**config.mk**
```make
export PLATFORM = sky130hd
export DESIGN_NAME = led_mode_sequencer
export DESIGN_NICKNAME = d
export VERILOG_FILES = /design/src/rtl/led_mode_sequencer.sv
export SDC_FILE = /design/constraint.sdc
export NUM_CORES = 1
export LEC_CHECK = 0
export CAP_MARGIN = 20
export CORE_AREA = 10 10 65 108
export CTS_CLUSTER_DIAMETER = 60
export DETAILED_ROUTE_END_ITERATION = 7
export DIE_AREA = 0 0 75 118
export GPL_TIMING_DRIVEN = 0
export PLACE_DENSITY_LB_ADDON = 0.12
export SYNTH_ARGS = -nofsm -noshare
export SYNTH_HDL_FRONTEND = slang
export SYNTH_SLANG_ARGS = --single-unit
```
**constraint.sdc**
```tcl
create_clock -name clk -period 1.8 [get_ports clk]
set_input_delay 0.36 -clock clk [delete_from_list [all_inputs] [get_ports clk]]
set_output_delay 0.36 -clock clk [all_outputs]
set_load 0.005 [all_outputs]
```
**src/rtl/led_mode_sequencer.sv**
```systemverilog
// led_mode_sequencer: prescaled pattern stepper for an 8-LED bank with a debounced mode button
module led_mode_sequencer #(
  parameter int CLKDIV        = 21,
  parameter int DEBOUNCE_BITS = 16
) (
  input  logic       clk,
  input  logic       rst_n,
  input  logic       btn,
  output logic [7:0] led,
  output logic [1:0] mode,
  output logic       tick
);
  typedef enum logic [1:0] {COUNT, SCAN, BLINK, HOLD} mode_t;
  localparam logic LEFT = 1'b0;
  mode_t                    state, state_n;
  logic [7:0]               led_n;
  logic                     dir, dir_n;
  logic [CLKDIV-1:0]        div;
  logic [1:0]               sync;
  logic                     deb, deb_q;
  logic [DEBOUNCE_BITS-1:0] cnt;
  logic                     press;
  // free-running prescaler; tick is registered so it lands the cycle after div wraps
  always_ff @(posedge clk or negedge rst_n)
    if (!rst_n) begin
      div  <= '0;
      tick <= 1'b0;
    end else begin
      div  <= div + 1'b1;
      tick <= &div;
    end
  // two-flop synchronizer and debounce filter; deb_q lets press fire once per rising edge
  always_ff @(posedge clk or negedge rst_n)
    if (!rst_n) begin
      sync  <= '0;
      deb   <= 1'b0;
      deb_q <= 1'b0;
      cnt   <= '0;
    end else begin
      sync  <= {sync[0], btn};
      deb_q <= deb;
      if (sync[1] == deb) cnt <= '0;
      else if (&cnt) begin
        deb <= sync[1];
        cnt <= '0;
      end else cnt <= cnt + 1'b1;
    end
  assign press = deb & ~deb_q;
  // mode advance with entry loads; a press in a tick cycle swallows that tick
  always_comb begin
    state_n = state;
    led_n   = led;
    dir_n   = dir;
    if (press)
      case (state)
        COUNT: begin
          state_n = SCAN;
          led_n   = 8'h01;
          dir_n   = LEFT;
        end
        SCAN: begin
          state_n = BLINK;
          led_n   = 8'hff;
        end
        BLINK:   state_n = HOLD;
        default: begin
          state_n = COUNT;
          led_n   = 8'h00;
        end
      endcase
    else if (tick)
      case (state)
        COUNT: led_n = led + 8'd1;
        SCAN: begin
          led_n = (dir == LEFT) ? led << 1 : led >> 1;
          dir_n = (dir == LEFT) ? (led == 8'h40) : (led != 8'h02);
        end
        BLINK:   led_n = ~led;
        default: led_n = led;
      endcase
  end
  // mode, pattern and scan direction registers
  always_ff @(posedge clk or negedge rst_n)
    if (!rst_n) begin
      state <= COUNT;
      led   <= 8'h00;
      dir   <= LEFT;
    end else begin
      state <= state_n;
      led   <= led_n;
      dir   <= dir_n;
    end
  assign mode = state;
endmodule

```
==> impl_metrics.toml, run 1 <==
[detailed_routing]
routedWlPerCell_microns = 15.3
drc = 0
vias = 2019
wl_met1_mm = 2.12
avgViaCountPerCell = 5.90
drtAntennaViolNets = 0
first_pass_iters = 4
dr_wl_met2_mm = 2.82
wl_mm = 5.22
first_iter_violations = 129
route.met3.wl_microns = 143
top_layer_used = "met4"

[sta]
hold_violations = 0
timing.final.crit_share_pct = 100
worst_pin_slew_ps = 616
setup_tns_ps = -2.24
clock_skew_ps = 14.7
slew_violations = 0
rsz0062_at_grt = "true"
setup_viol = 1
relSlewSlack_pct = 59.0
post-route-min-period_ps = 1800
clock.fmax_mhz = 555
setup_slack_ps = -2.24

[run]
max_cap_viol_count = 0

[pwr]
peakVddDrop_mv = 0.545
power_w = 0.00193
power_density_nw_per_um2 = 636
power.leakage_nw = 1.30

[global_route]
grt_max_degree = 28
overflow = 0
grt_pass1_vias = 2073
grt_usage_pct = 12.8
antenna_found_initial = 0
grt_pass1_wl_mm = 9.26

[run_status]
status = "finished with violations"
violations = "negative setup slack"

[logic_synthesis]
syn-cell-area_sq_um = 2680
yosysUniqueCellTypes = 44
synthCells = 264
synth-simple-area-share_pct = 18.9
avgSynthCellArea_sq_um = 10.1
syn_nets = 275
synth_edf_count = 0
ys.flop_type = "dfrtp_1"
synth_compound_area_share_pct = 12.0
ys_warn_count = 0
synthAdderAreaFrac_pct = 3.74
synth-seq-cells = 53
ys_top_cells_by_area = "dfrtp_1, xnor2_1, xor2_1"
synth_top_cell_by_area = "dfrtp_1"
ys_seq_area_share_pct = 49.5
synth_top_family_by_area = "simple AND/OR/NAND/NOR gates"
yosysMostFrequentCell = "dfrtp_1"
synth_top_area_share_pct = 49.5
synthArstFlopShare_pct = 100
synthTopCellsByCount = "dfrtp_1, nor2_1, xnor2_1, nand2_1, nand3_1"
synth_xor_area_share_pct = 10.8
muxShareOfSynthArea_pct = 2.34

[die]
die_w_microns = 75
die_h_microns = 118
core.rowCount = 35
io_pins = 14
dieArea_sq_um = 8850
start_util_pct = 51.4
fp.coreArea_sq_um = 5210

[place]
gp_congestion = 0.917
hpwl_mm = 3.86
io_buffers = 13
dp_cells = 333

[layout]
fin_cells = 342
syn_to_final_growth_pct = 13.4
drive_gt1_share_pct = 10.5
n_fill_cell = 480
fin_nets = 297
antenna_cells = 0

[worst_setup_path]
critical_path_class = "reg -> reg"
worstPathMaxFanout = 9
arrival_ps = 2000
end_kind = "register"
cp-start-kind = "register"
crit_required_ps = 2000

[cts]
cts.clk_slew.worst_paths_ps = 100
cts_tree = "done"
root_buffer = "clkbuf_8"
htreeDepth = 2
clock_latency_ps = 310
cts_buffers = 5
cts_num_sinks = 53
cts_buffer_depth = 2
cts_hold_buf = 0

[worst_hold_path]
min_path_type = "in -> async"
-- placed cells by master (no fill, tap or decap), types with 2 or more instances in the layout --
| master | n |
|---|---|
| nor3_1 | 2 |
| and4_1 | 5 |
| clkbuf_1 | 4 |
| xor2_1 | 13 |
| clkbuf_8 | 5 |
| buf_4 | 2 |
| ha_1 | 5 |
| nand4_1 | 8 |
| nor2_2 | 2 |
| nand3_1 | 18 |
| nand2_1 | 17 |
| and3_1 | 7 |
| a221o_1 | 2 |
| clkinv_4 | 2 |
| a22o_1 | 2 |
| ha_2 | 3 |
| nor2_1 | 24 |
| o21ai_0 | 12 |
| a31oi_1 | 2 |
| dfrtp_1 | 52 |
| or3_4 | 2 |
| a21oi_1 | 9 |
| clkdlybuf4s50_1 | 12 |
| mux2i_1 | 4 |
| or3_1 | 2 |
| xnor2_1 | 20 |
| buf_2 | 4 |
| o21a_1 | 3 |
| inv_1 | 10 |
| o21ai_1 | 8 |
-- cells by family (layout without fill, tap and decap cells) --
group / count (synthesis) / after routing
DFF: 53 / 53
adders and majority gates: 8 / 8
buffers and inverters: 19 / 42
muxes: 6 / 6
xor gates and xnor gates: 33 / 33
AOI/OAI and AO/OA: 50 / 50
and+or+nand+nor: 95 / 95
-- final timing paths --
path / depth (start not counted) / to / slack [ps] / from
setup / recovery: 6 / led[6]$_DFFE_PN0P_ / -2 / mode[0]$_DFFE_PN0P_
hold / removal: 1 / led[2]$_DFFE_PN0P_ / 50 / rst_n
setup reg to reg: 6 / led[6]$_DFFE_PN0P_ / -2 / mode[0]$_DFFE_PN0P_
hold reg to reg: 0 / sync[1]$_DFF_PN0_ / 360 / sync[0]$_DFF_PN0_
max in group asynchronous: 2 / div[9]$_DFF_PN0_ / 1180 / rst_n
min in group clk: 0 / sync[1]$_DFF_PN0_ / 360 / sync[0]$_DFF_PN0_
-- where the power goes --
| group | leakage, nW | switching [W] | total (W) | internal (W) |
|---|---|---|---|---|
| Clock | 0.0481 | 0.000398 | 0.000675 | 0.000277 |
| Sequential | 0.717 | 0.00000972 | 0.00121 | 0.00120 |
| Combinational | 0.530 | 0.0000346 | 0.0000496 | 0.0000150 |
| Total | 1.30 | 0.000442 | 0.00193 | 0.00149 |
-- worst max-delay path, stage by stage, from the launching register on --
cell and delay, ps:
dfrtp_1 390, inv_1 90, ha_2 260, or3_4 440, nand2_2 150, a21oi_1 80, o2bb2a_1 280
-- per-stage QoR --
stage          instance area [sq um]  hold slack (ps)  setup slack, ps  utilization (%)
5_1_grt                         3040             83.5            -86.8             58.3
3_5_place_dp                    2900              346             -237             55.7
6_report                        3040             47.4            -2.24             58.3
4_1_cts                         3010             70.4            -27.6             57.8
3_3_place_gp                    2890              332            -1230             55.4
2_1_floorplan                   2690             64.4             2.48                -
-- per-layer routing --
metal	up-vias	GRT usage (%)
li1	979	-
met1	1007	13.9
met2	23	22.2
met3	10	2.28
met4	0	6.55
met5	-	0
-- what timing repair did --
action / in CTS / in global routing
endpoints found under the setup margin: 8 / 18
buffers inserted: 0 / 2
resized for setup: 5 / 7
-- state kept, by name, summed over array words and instances, names as in the netlist --
name	count
tick	1
sync	2
div	21
cnt	16
led	8
deb_q	1
dir	1
deb	1
mode	2
-- layout make-up --
type | count | area [sq um] | area share [%]
Sequential cell | 53 | 1330 | 43.7
Multi-Input combinational cell | 192 | 1310 | 43.3
Timing Repair Buffer | 16 | 160 | 5.27
Clock buffer | 5 | 68.8 | 2.27
Tap cell | 55 | 68.8 | 2.27
Buffer | 8 | 37.5 | 1.24
Inverter | 10 | 37.5 | 1.24
Clock inverter | 3 | 22.5 | 0.742
No activity file was read; power rests on OpenSTA's default activity.
==> run 2: changes to the inputs <==
- CORE_AREA: 10 10 65 108 -> 10 10 67 110
- DIE_AREA: 0 0 75 118 -> 0 0 77 120
- DONT_BUFFER_PORTS: not set -> 1
- MAX_ROUTING_LAYER: not set -> met4
==> run 2 against run 1 <==
The run now ends clean. Final area is 0.49% higher. Count of clock-buffer cells in the layout did not move. Clock power rose by 3.6%. Critical path depth unchanged. Fmax up 2.9%. Largest cell class is now multi-input combinational cells. Sequential power is essentially flat. Hold slack better by 22 ps. Sequential cell count unchanged. Setup slack improved by 52 ps.
==> impl_metrics.toml, run 2 (synthesized netlist as in run 1, its figures left out) <==
[run_status]
status = "completed"

[die]
die_h_microns = 120
start_util_pct = 48.4
fp.coreArea_sq_um = 5540
die_w_microns = 77
core.rowCount = 36
io_pins = 14
dieArea_sq_um = 9240

[cts]
clock_latency_ps = 320
cts_tree = "done"
cts.clk_slew.worst_paths_ps = 100
htreeDepth = 2
cts_buffers = 5
root_buffer = "clkbuf_8"
cts_buffer_depth = 2
cts_num_sinks = 53

[layout]
drive_gt1_share_pct = 14.6
n_fill_cell = 500
final_common_cell = "dfrtp_1"
largest-register = "div"
final_area_sq_um = 3050
largestRegisters = "div x21, cnt x16, led x8"
fin_nets = 290
antenna_cells = 0
syn_to_final_growth_pct = 13.9
fin_cells = 356
final_cell_mix = "dfrtp_1, nor2_1, xnor2_1"
final_util_pct = 55.1
largest_reg_flops = 21

[detailed_routing]
wl_mm = 5.32
routedWlPerCell_microns = 15.0
drtAntennaViolNets = 0
first_pass_iters = 4
vias = 1971
first_iter_violations = 120
avgViaCountPerCell = 5.54
drc = 0

[worst_setup_path]
critical_path_buf_inv_count = 1
critPathMaxStageDelay_ps = 460
end_kind = "register"
arrival_ps = 1960
cp-start-kind = "register"
crit_required_ps = 2010
worstPathMaxFanout = 6
path_cells = "inv_4 > ha_4 > o311ai_4 > o21a_1 > a21oi_1 > o2bb2a_1"
cp-startpoint = "mode[0]$_DFFE_PN0P_"
cp_slowest_cell = "dfrtp_2"
critical_path_class = "reg -> reg"
critPathTopFamily = "compound AO/OA/AOI/OAI gates"
timing.rr.start = "mode[0]$_DFFE_PN0P_"

[global_route]
overflow = 0
grt_max_degree = 54
grt_usage_pct = 12.6
grt_pass1_vias = 2010
antenna_found_initial = 0
grt_pass1_wl_mm = 9.38

[sta]
hold_ws_ps = 69.2
relSlewSlack_pct = 68.0
clock.fmax_mhz = 571
worst_pin_slew_ps = 477
timing.final.crit_share_pct = 97.3
post-route-min-period_ps = 1750
clock_skew_ps = 8.61
hold_violations = 0
slew_violations = 0
setup_viol = 0

[worst_hold_path]
hp-start = "btn"
min_path_type = "in -> reg"

[place]
gp_congestion = 0.826
dp_cells = 340
io_buffers = 0
hpwl_mm = 3.73
place_area_sq_um = 2780

[pwr]
power_density_nw_per_um2 = 642
power.leakage_nw = 1.30
peakVddDrop_mv = 0.522

[run]
max_cap_viol_count = 0
-- run 2: changes by cell type in the layout (fill, tap and decap cells not counted), sizes merged --
cell / previous run / this run
clkinvlp: 0 / 1
buf: 7 / 11
clkdlybuf4s50: 12 / 0
inv: 10 / 11
dlygate4sd3: 0 / 1
clkinv: 3 / 1
-- run 2: cell type report --
cell class	instances	area, sq um	area share (%)
buffer	8	42.5	1.39
clock buffer	5	68.8	2.26
clock inverter	3	25.0	0.820
inverter	10	42.5	1.39
multi-input combinational	192	1360	44.4
sequential	53	1330	43.6
tap	76	95.1	3.12
timing repair buffer	9	90.1	2.95
-- run 2: what timing repair did --
item	CTS	global route
endpoints found under the setup margin	8	16
hold buffers	2	0
hold endpoints to repair	53	0
gates resized for setup	13	16
pin swaps	1	3
setup buffers	1	6
-- run 2: per-stage QoR --
step                power, W  setup WS, ps  TNS [ps]
finish               0.00196          49.4         0
global route         0.00205         -4.87     -4.87
CTS                  0.00200          11.9         0
detailed placement   0.00125          -271     -1270
global placement     0.00125          -270     -1110
floorplan            0.00124          2.48         0
-- run 2: report_power, final --
| part | switching (W) | internal [W] |
|---|---|---|
| Sequential | 0.00000945 | 0.00120 |
| Combinational | 0.0000355 | 0.0000176 |
| Clock | 0.000417 | 0.000281 |
| Total | 0.000462 | 0.00150 |
-- run 2: metal layers --
metal	vias up	GRT usage (%)	wire length (microns)
met2	30	22.7	2870
met1	969	12.4	2120
met4	0	6.19	121
met5	-	-	0
li1	963	-	-
met3	9	2.69	209
-- run 2: worst paths after layout --
kind / depth (start not counted) / slack [ps] / endpoint
setup / recovery: 6 / 50 / led[6]$_DFFE_PN0P_
hold reg to reg: 0 / 370 / sync[1]$_DFF_PN0_
min in group asynchronous: 2 / 540 / led[4]$_DFFE_PN0P_
setup reg to reg: 6 / 50 / led[6]$_DFFE_PN0P_
hold / removal: 0 / 70 / sync[0]$_DFF_PN0_
max in group asynchronous: 2 / 990 / cnt[0]$_DFF_PN0_
==> run 3: changes to the inputs <==
- PLACE_DENSITY: not set -> 0.64
- PLACE_DENSITY_LB_ADDON: 0.12 -> not set
- SETUP_SLACK_MARGIN: not set -> 0.1
==> run 3 against run 2 <==
Hold slack better by 7.7 ps. Via count up 4.6%. Highest routed layer unchanged. Non-clock buffer count up 10. Total power up 13%. Combinational power up 0.9%. Fmax up 6.5%. Clock power up 36%. Global-route usage up 0.34 points.
==> impl_metrics.toml, run 3 (synthesized netlist as in run 1, its figures left out) <==
[layout]
largestRegisters = "div x21, cnt x16, led x8"
n_fill_cell = 489
drive_gt1_share_pct = 22.8
multiInputGateArea_sq_um = 1420
final_cell_mix = "dfrtp_1, nor2_1, xnor2_1"
antenna_cells = 0
fin_nets = 300
largest-register = "div"
syn_to_final_growth_pct = 20.9
seq_area_sq_um = 1330
final_util_pct = 58.5
final_common_cell = "dfrtp_1"
largest_reg_flops = 21
final_area_sq_um = 3240

[cts]
cts_tree = "done"
clock_latency_ps = 310
cts.clk_slew.worst_paths_ps = 100
cts_buffers = 5
cts_buffer_depth = 2
cts_num_sinks = 53
root_buffer = "clkbuf_8"
htreeDepth = 2

[die]
dieArea_sq_um = 9240
die_h_microns = 120
start_util_pct = 48.4
core.rowCount = 36
io_pins = 14
die_w_microns = 77
fp.coreArea_sq_um = 5540

[pwr]
power_density_nw_per_um2 = 682
p_int_w = 0.00177
p_seq_share_pct = 54.6
p_comb_share_pct = 2.4
power.net_switching_w = 0.000442
power_w = 0.00221
peakVddDrop_mv = 0.640
p_clk_share_pct = 43.0
power.leakage_nw = 1.39
p_sw_share_pct = 20.0

[sta]
post-route-min-period_ps = 1640
setup_tns_ps = 0
setup_viol = 0
slew_violations = 0
hold_violations = 0
relSlewSlack_pct = 67.9
timing.final.crit_share_pct = 91.3
rsz0062_at_grt = "true"
worst_pin_slew_ps = 479
clock.fmax_mhz = 608
clock_skew_ps = 15.5

[worst_setup_path]
cp-start-kind = "register"
end_kind = "register"
worstPathMaxFanout = 4
crit_required_ps = 2000
critical_path_buf_inv_count = 1
arrival_ps = 1850
critPathTopFamily = "compound AO/OA/AOI/OAI gates"
critical_path_class = "reg -> reg"
cp_slowest_cell = "dfrtp_2"
path_cells = "inv_2 > ha_4 > o311ai_4 > o21a_1 > nor2_1 > a22o_1"
critPathMaxStageDelay_ps = 450

[detailed_routing]
first_iter_violations = 184
wl_mm = 5.70
vias = 2062
routedWlPerCell_microns = 15.6
drtAntennaViolNets = 0
avgViaCountPerCell = 5.63
first_pass_iters = 4
drc = 0

[global_route]
overflow = 0
grt_usage_pct = 12.9
grt_pass1_vias = 2094
antenna_found_initial = 0
grt_pass1_wl_mm = 9.79
grt_max_degree = 54

[place]
io_buffers = 0
hpwl_mm = 3.79
place_area_sq_um = 2810
gp_congestion = 0.854

[run]
max_cap_viol_count = 0

[run_status]
status = "completed"

[worst_hold_path]
min_path_type = "in -> reg"
run 3: cell count changes in the layout (fill, tap and decap cells not counted), sizes merged:
| cell | before | now |
|---|---|---|
| buf | 11 | 21 |
| bufinv | 0 | 2 |
| clkinvlp | 1 | 0 |
| inv | 11 | 10 |
run 3: worst paths after layout:
kind | depth (start not counted) | from | slack (ps) | endpoint
worst max-delay path | 6 | mode[1]$_DFFE_PN0P_ | 160 | led[7]$_DFFE_PN0P_
worst min-delay path | 0 | btn | 80 | sync[0]$_DFF_PN0_
worst max register to register | 6 | mode[1]$_DFFE_PN0P_ | 160 | led[7]$_DFFE_PN0P_
worst min register to register | 0 | sync[0]$_DFF_PN0_ | 370 | sync[1]$_DFF_PN0_
max in group asynchronous | 2 | rst_n | 990 | mode[0]$_DFFE_PN0P_
min in group asynchronous | 2 | rst_n | 550 | led[4]$_DFFE_PN0P_
run 3: metal layers:
metal | up-vias | part of all wire, % | track usage (%)
met2 | 51 | 53 | 22.9
li1 | 983 | - | -
met4 | 0 | 2.5 | 6.54
met1 | 1014 | 40 | 12.8
met3 | 14 | 4.1 | 3.21
met5 | - | 0 | -
run 3: worst register-to-register path: stages (launching register included):
cell	delay, ps
dfrtp_2	450
inv_2	90
ha_4	190
o311ai_4	300
o21a_1	240
nor2_1	90
a22o_1	190
run 3: layout make-up:
class / count / share of cell area, %
clock inverters: 3 / 2.01
flip-flops and latches: 53 / 41.1
inverters: 10 / 1.24
plain buffers: 8 / 1.43
repair buffers: 19 / 5.25
clock buffers: 5 / 2.12
well taps: 76 / 2.94
multi-input cells: 192 / 43.9
run 3: metrics by stage:
| step | setup WS (ps) | instances | hold slack (ps) |
|---|---|---|---|
| finish | 156 | 366 | 76.9 |
| global placement | -119 | 340 | 66.0 |
| floorplan | 108 | 264 | 64.4 |
| CTS | 63.5 | 362 | 65.4 |
| detailed placement | -125 | 340 | 66.3 |
| global route | 84.0 | 366 | 53.1 |
run 3: timing repair:
| item | in CTS | in global routing |
|---|---|---|
| resized for setup | 20 | 28 |
| hold buffers | 2 | 0 |
| endpoints found under the hold margin | 53 | 0 |
| endpoints found under the setup margin | 18 | 23 |
| cloned | 0 | 0 |
| setup buffers | 12 | 5 |
| pin swaps | 6 | 10 |
run 3: power by group through the flow:
stage	sequential (W)	combinational [W]	clock [W]
final	0.00121	0.0000536	0.000950
after global routing	0.00121	0.0000623	0.00102
after CTS	0.00121	0.0000560	0.000974
after detailed placement	0.00123	0.0000189	0
after global placement	0.00123	0.0000192	0
after floorplan	0.00123	0.0000153	0
